$ cat config.mk
export PLATFORM = sky130hd
export DESIGN_NAME = ws2811_frame_sequencer
export DESIGN_NICKNAME = d
export VERILOG_FILES = /design/src/rtl/ws2811_frame_sequencer.sv
export SDC_FILE = /design/constraint.sdc
export NUM_CORES = 1
export LEC_CHECK = 0
export BUFFER_PORTS_ARGS = -buffer_cell sky130_fd_sc_hd__buf_2
export CAP_MARGIN = 20
export CORE_MARGIN = 4
export CORE_UTILIZATION = 35
export CTS_BUF_LIST = sky130_fd_sc_hd__clkbuf_16
export DETAILED_ROUTE_END_ITERATION = 12
export GPL_TIMING_DRIVEN = 0
export MAX_ROUTING_LAYER = met4
export PLACE_DENSITY = 0.61
export RECOVER_POWER = 25
export SYNTH_ARGS = -nofsm -noshare
export SYNTH_HDL_FRONTEND = slang
export SYNTH_SLANG_ARGS = --single-unit
$ cat constraint.sdc
create_clock -name clk -period 2.1 [get_ports clk]
set_input_delay 0.42 -clock clk [delete_from_list [all_inputs] [get_ports clk]]
set_output_delay 0.42 -clock clk [all_outputs]
set_load 0.02 [all_outputs]
$ cat src/rtl/ws2811_frame_sequencer.sv
// WS2811 frame sequencer: streams bytes from a valid/ready source as fixed-width bit cells
// and closes each frame with a latch low period. States: IDLE | PRIME | CELL | STALL | LATCH.
module ws2811_frame_sequencer #(
  parameter int CELL_CYC      = 75,
  parameter int T0H_CYC       = 19,
  parameter int T1H_CYC       = 56,
  parameter int LATCH_CYC     = 3000,
  parameter int STALL_MAX_CYC = 1500,
  parameter int NUM_LEDS      = 50
) (
  input  logic       clk,
  input  logic       rst_,
  input  logic       start,
  input  logic [7:0] in_data,
  input  logic       in_valid,
  output logic       in_ready,
  output logic       ws2811,
  output logic       busy,
  output logic       frame_done,
  output logic       underrun
);

  // state | meaning
  // IDLE  | line low, waiting for start
  // PRIME | waiting for the first byte of the frame
  // CELL  | emitting bit cells from sh
  // STALL | byte boundary reached with hold empty, line low
  // LATCH | closing low period
  typedef enum logic [2:0] {S_IDLE, S_PRIME, S_CELL, S_STALL, S_LATCH} state_t;

  localparam int NBYTES = 3 * NUM_LEDS;
  localparam int BW     = $clog2(NBYTES + 1);
  localparam int CW     = (CELL_CYC > 1) ? $clog2(CELL_CYC) : 1;
  localparam int TMAX   = (LATCH_CYC > STALL_MAX_CYC) ? LATCH_CYC : STALL_MAX_CYC;
  localparam int TW     = $clog2(TMAX + 1);

  localparam logic [BW-1:0] BYTES_ALL  = BW'(NBYTES);
  localparam logic [CW-1:0] CELL_LAST  = CW'(CELL_CYC - 1);
  localparam logic [CW-1:0] T0H_W      = CW'(T0H_CYC);
  localparam logic [CW-1:0] T1H_W      = CW'(T1H_CYC);
  localparam logic [TW-1:0] LATCH_LAST = TW'(LATCH_CYC - 1);
  localparam logic [TW-1:0] STALL_LAST = TW'(STALL_MAX_CYC - 1);

  state_t        state, state_nx;
  logic [7:0]    sh, sh_nx, hold, hold_nx;
  logic [2:0]    bitcnt, bitcnt_nx;
  logic          hold_full, hold_full_nx;
  logic [BW-1:0] bytecnt, bytecnt_nx;
  logic [CW-1:0] cellcnt, cellcnt_nx;
  logic [TW-1:0] tcnt, tcnt_nx;
  logic          underrun_nx, frame_done_nx;
  logic          accept, boundary;

  assign busy     = (state != S_IDLE);
  assign in_ready = busy && (state != S_LATCH) && !hold_full && (bytecnt < BYTES_ALL);
  assign accept   = in_ready && in_valid;
  assign boundary = (cellcnt == CELL_LAST) && (bitcnt == 3'd7);
  // Gated by rst_ so the line drops the moment reset is asserted.
  assign ws2811   = rst_ && (state == S_CELL) && (cellcnt < (sh[7] ? T1H_W : T0H_W));

  always_ff @(posedge clk) begin
    if (!rst_) begin
      state      <= S_IDLE;
      sh         <= '0;
      hold       <= '0;
      bitcnt     <= '0;
      hold_full  <= 1'b0;
      bytecnt    <= '0;
      cellcnt    <= '0;
      tcnt       <= '0;
      underrun   <= 1'b0;
      frame_done <= 1'b0;
    end else begin
      state      <= state_nx;
      sh         <= sh_nx;
      hold       <= hold_nx;
      bitcnt     <= bitcnt_nx;
      hold_full  <= hold_full_nx;
      bytecnt    <= bytecnt_nx;
      cellcnt    <= cellcnt_nx;
      tcnt       <= tcnt_nx;
      underrun   <= underrun_nx;
      frame_done <= frame_done_nx;
    end
  end

  always_comb begin
    state_nx      = state;
    sh_nx         = sh;
    hold_nx       = hold;
    bitcnt_nx     = bitcnt;
    hold_full_nx  = hold_full;
    bytecnt_nx    = accept ? bytecnt + BW'(1) : bytecnt;
    cellcnt_nx    = cellcnt;
    tcnt_nx       = tcnt;
    underrun_nx   = underrun;
    frame_done_nx = 1'b0;
    case (state)
      S_IDLE: begin
        if (start) begin
          state_nx     = S_PRIME;
          underrun_nx  = 1'b0;
          bytecnt_nx   = '0;
          cellcnt_nx   = '0;
          tcnt_nx      = '0;
          bitcnt_nx    = '0;
          hold_full_nx = 1'b0;
        end
      end
      S_PRIME: begin
        if (accept) begin
          sh_nx      = in_data;
          bitcnt_nx  = '0;
          cellcnt_nx = '0;
          state_nx   = S_CELL;
        end
      end
      S_CELL: begin
        if (cellcnt != CELL_LAST) begin
          cellcnt_nx = cellcnt + CW'(1);
        end else begin
          cellcnt_nx = '0;
          if (bitcnt != 3'd7) begin
            sh_nx     = {sh[6:0], 1'b0};
            bitcnt_nx = bitcnt + 3'd1;
          end else begin
            bitcnt_nx = '0;
            // A byte arriving on the boundary cycle goes straight into sh.
            if (hold_full) begin
              sh_nx        = hold;
              hold_full_nx = 1'b0;
            end else if (accept) begin
              sh_nx = in_data;
            end else if (bytecnt == BYTES_ALL) begin
              state_nx = S_LATCH;
              tcnt_nx  = '0;
            end else begin
              state_nx = S_STALL;
              tcnt_nx  = '0;
            end
          end
        end
        if (accept && !boundary) begin
          hold_nx      = in_data;
          hold_full_nx = 1'b1;
        end
      end
      S_STALL: begin
        if (accept) begin
          sh_nx      = in_data;
          bitcnt_nx  = '0;
          cellcnt_nx = '0;
          state_nx   = S_CELL;
        end else if (tcnt == STALL_LAST) begin
          underrun_nx = 1'b1;
          state_nx    = S_LATCH;
          tcnt_nx     = '0;
        end else begin
          tcnt_nx = tcnt + TW'(1);
        end
      end
      S_LATCH: begin
        if (tcnt == LATCH_LAST) begin
          state_nx      = S_IDLE;
          frame_done_nx = 1'b1;
          tcnt_nx       = '0;
        end else begin
          tcnt_nx = tcnt + TW'(1);
        end
      end
      default: state_nx = S_IDLE;
    endcase
  end

endmodule

==> reports/qor.yml <==
setup_path:
  path_buf_inv: 2
  r2r-start: "tcnt[0]$_SDFFE_PN0P_"
  rr_endpoint: "tcnt[8]$_SDFFE_PN0P_"
  crit_required_ns: 1.68
  critPathTopFamily: "simple AND/OR/NAND/NOR gates"
  end_kind: "primary output"
  crit_slowest_cell: "or4_4"
  crit_type: "reg -> out"
  path_cells: "inv_4, ha_1, or4_4, a31oi_4, buf_6"
  max_stage_delay_ns: 0.49
  cp_max_fo: 5
  cp.arrival_ns: 1.68
  startpoint_type: "flip-flop"
  worst-r2r-setup-slack_ns: 0.13
  reg2reg_depth: 7
min_path:
  hold_path.class: "in -> reg"
  hold_path_end: "hold[1]$_SDFFE_PN0P_"
  min_from: "in_data[1]"
  hold_path_depth: 3
logic_synthesis:
  synthArstFlopShare_pct: 0
  syn_area_mm2: 0.00320
  ys_seq_area_share_pct: 32.5
  netlist_instances: 383
  yosysTopAreaCell: "dfxtp_1"
  ys_ff_latch: 52
  synth_cell_types: 67
  synth_area_leaders: "dfxtp_1, nand2_1, nor2_1"
  yosysWarnings: 0
  synth.avg_cell_area_um2: 8.36
  synthesis.nets: 405
  yosysTopAreaCellShare_pct: 32.5
  synth_edf_count: 0
  synthFlopType: "dfxtp_1"
placement:
  place_hpwl_um: 5890
  dp_cells: 507
  place.gp.congestion: 0.861
  pre_cts_slack_ns: -0.138
  numPortBuffers: 16
die:
  fp.dieW_um: 104
  io_pins: 17
  die-area_mm2: 0.0107
  placementRows: 34
  die_y_um: 104
  core_area_mm2: 0.00881
  start_util_pct: 36.3
run:
  max-cap-violations: 0
routing:
  drc: 0
  post_drt_wl_per_cell_um: 16.2
  dr.pass1.iters: 5
  initialDrtViolationCount: 199
  vias: 2999
  antenna_left: 0
  wl_um: 8450
  vias_per_cell: 5.77
timing:
  setup_slack_ns: 0.00121
  setup_violations: 0
  relSlewSlack_pct: 47.5
  rsz0062_at_grt: "yes"
  tns_ns: 0
  fin_crit_sh_pct: 99.9
  finalHoldViolCount: 0
  clock_skew_ns: 0.00692
  clock.fmax_ghz: 0.476
  drv_slew: 0
  worst_pin_slew_ns: 0.788
  period_needed_ns: 2.10
global_routing:
  track_usage_pct: 15.6
  grt_pass1_vias: 2770
  grt_max_degree: 16
  grt_pass1_wl_um: 13700
  grt_antenna_before_repair: 0
  overflow: 0
layout:
  final_common_cell: "dfxtp_1"
  diodes: 0
  nets: 433
  layout-drive-gt1-share_pct: 19.7
  instances_no_fill: 520
  final_cell_mix: "dfxtp_1, nand2_1, nor2_1, a21oi_1, buf_2"
  final-seq-area_mm2: 0.00105
  fin_util_pct: 42.4
  num-fill-cells: 873
  area_growth_pct: 16.7
  multi_input_area_mm2: 0.00207
power:
  p_leak_nw: 1.24
  p_per_area_mw_per_mm2: 620
  peakVddDrop_uv: 414
clock_network:
  htree_levels: 2
  insertion_delay_ns: 0.29
  cts.clk_slew.worst_paths_ns: 0.07
  cts_root_buf: "clkbuf_16"
  cts_tree: "done"
  clock_sinks: 52
  cts_buffers: 5
  clk_path_buf_depth: 2
outcome:
  outcome: "completed"
-- registers in the layout (all words and copies together) (netlist names) --
name / count
underrun: 1
state: 3
cellcnt: 7
tcnt: 12
hold: 8
bytecnt: 8
sh: 8
bitcnt: 3
hold_full: 1
frame_done: 1
-- synthesized netlist by cell type (3+ instances only) --
library cell	number
buf_4	4
nand2b_1	7
dfxtp_1	52
nand3_1	13
ha_1	10
or3_1	9
a211oi_2	4
clkbuf_1	11
nand2_1	46
xor2_1	5
nor3_1	4
a221o_1	7
inv_1	11
a22oi_1	10
mux2i_1	9
nor2_1	36
nand3b_1	7
a21oi_1	16
o21ai_0	14
buf_2	5
a31oi_1	4
and3_1	3
xnor2_1	6
and2_1	4
nand4_1	9
o21ai_1	5
a211oi_1	11
o22ai_1	9
a221oi_1	6
-- final cells by class --
type | count | area share, %
Clock buffer | 5 | 3.35
Buffer | 21 | 3.42
Multi-Input combinational cell | 297 | 55.4
Inverter | 11 | 1.17
Clock inverter | 3 | 1.04
Sequential cell | 52 | 28.1
Timing Repair Buffer | 23 | 3.99
Tap cell | 108 | 3.62
-- metal layers --
layer | routed length [µm] | global-route usage [%] | vias up
met1 | 4210 | 21.8 | 1427
met3 | 323 | 2.36 | 5
li1 | - | - | 1484
met5 | 0 | - | -
met2 | 3820 | 23.5 | 83
met4 | 91 | 4.75 | 0
-- timing repair --
item / CTS / global route
hold buffers: 0 / 0
setup endpoints to repair: 28 / 30
buffers inserted: 3 / 4
pin swaps: 2 / 3
gates resized for setup: 12 / 22
-- power breakdown --
group          switching, mW  internal, mW  total, mW
clock                  0.367         0.557      0.924
sequential            0.0194          1.00       1.02
combinational          0.237         0.135      0.372
total                  0.624          1.69       2.32
-- worst max-delay path by stage --
stage | endpoint | start | slack, ns | cells past startpoint
final | ws2811 | sh[7]$_SDFFE_PN0P_ | 0.001 | 5
after global routing | ws2811 | state[0]$_SDFFE_PN0P_ | -0.05 | 6
after CTS | ws2811 | sh[7]$_SDFFE_PN0P_ | -0.05 | 5
after detailed placement | tcnt[8]$_SDFFE_PN0P_ | bitcnt[0]$_SDFFE_PN0P_ | -0.14 | 9
after global placement | tcnt[8]$_SDFFE_PN0P_ | bitcnt[0]$_SDFFE_PN0P_ | -0.11 | 9
after floorplan | ws2811 | state[0]$_SDFFE_PN0P_ | 0.05 | 5
-- tightest hold or removal path, cell delays in order --
cell	delay (ns)
buf_2	0.09
mux2i_1	0.06
nor2_1	0.07
-- kinds of logic after synthesis --
logic type | Yosys count | share of synthesized area [%]
muxes | 9 | 2.81
adders and majority gates | 10 | 3.91
AOI/OAI and AO/OA | 108 | 25.6
buffers and inverters | 34 | 5.12
DFF | 52 | 32.5
and+or+nand+nor | 159 | 27.1
xor gates and xnor gates | 11 | 3.01
-- through the flow --
stage / total power, mW / cell area [µm²] / hold slack (ns)
2_1_floorplan: 1.29 / 3200 / 0.450
3_3_place_gp: 1.38 / 3420 / 0.461
3_5_place_dp: 1.39 / 3420 / 0.466
4_1_cts: 2.32 / 3650 / 0.378
5_1_grt: 2.41 / 3740 / 0.402
6_report: 2.32 / 3740 / 0.379
(Power assumes the default switching activity.)
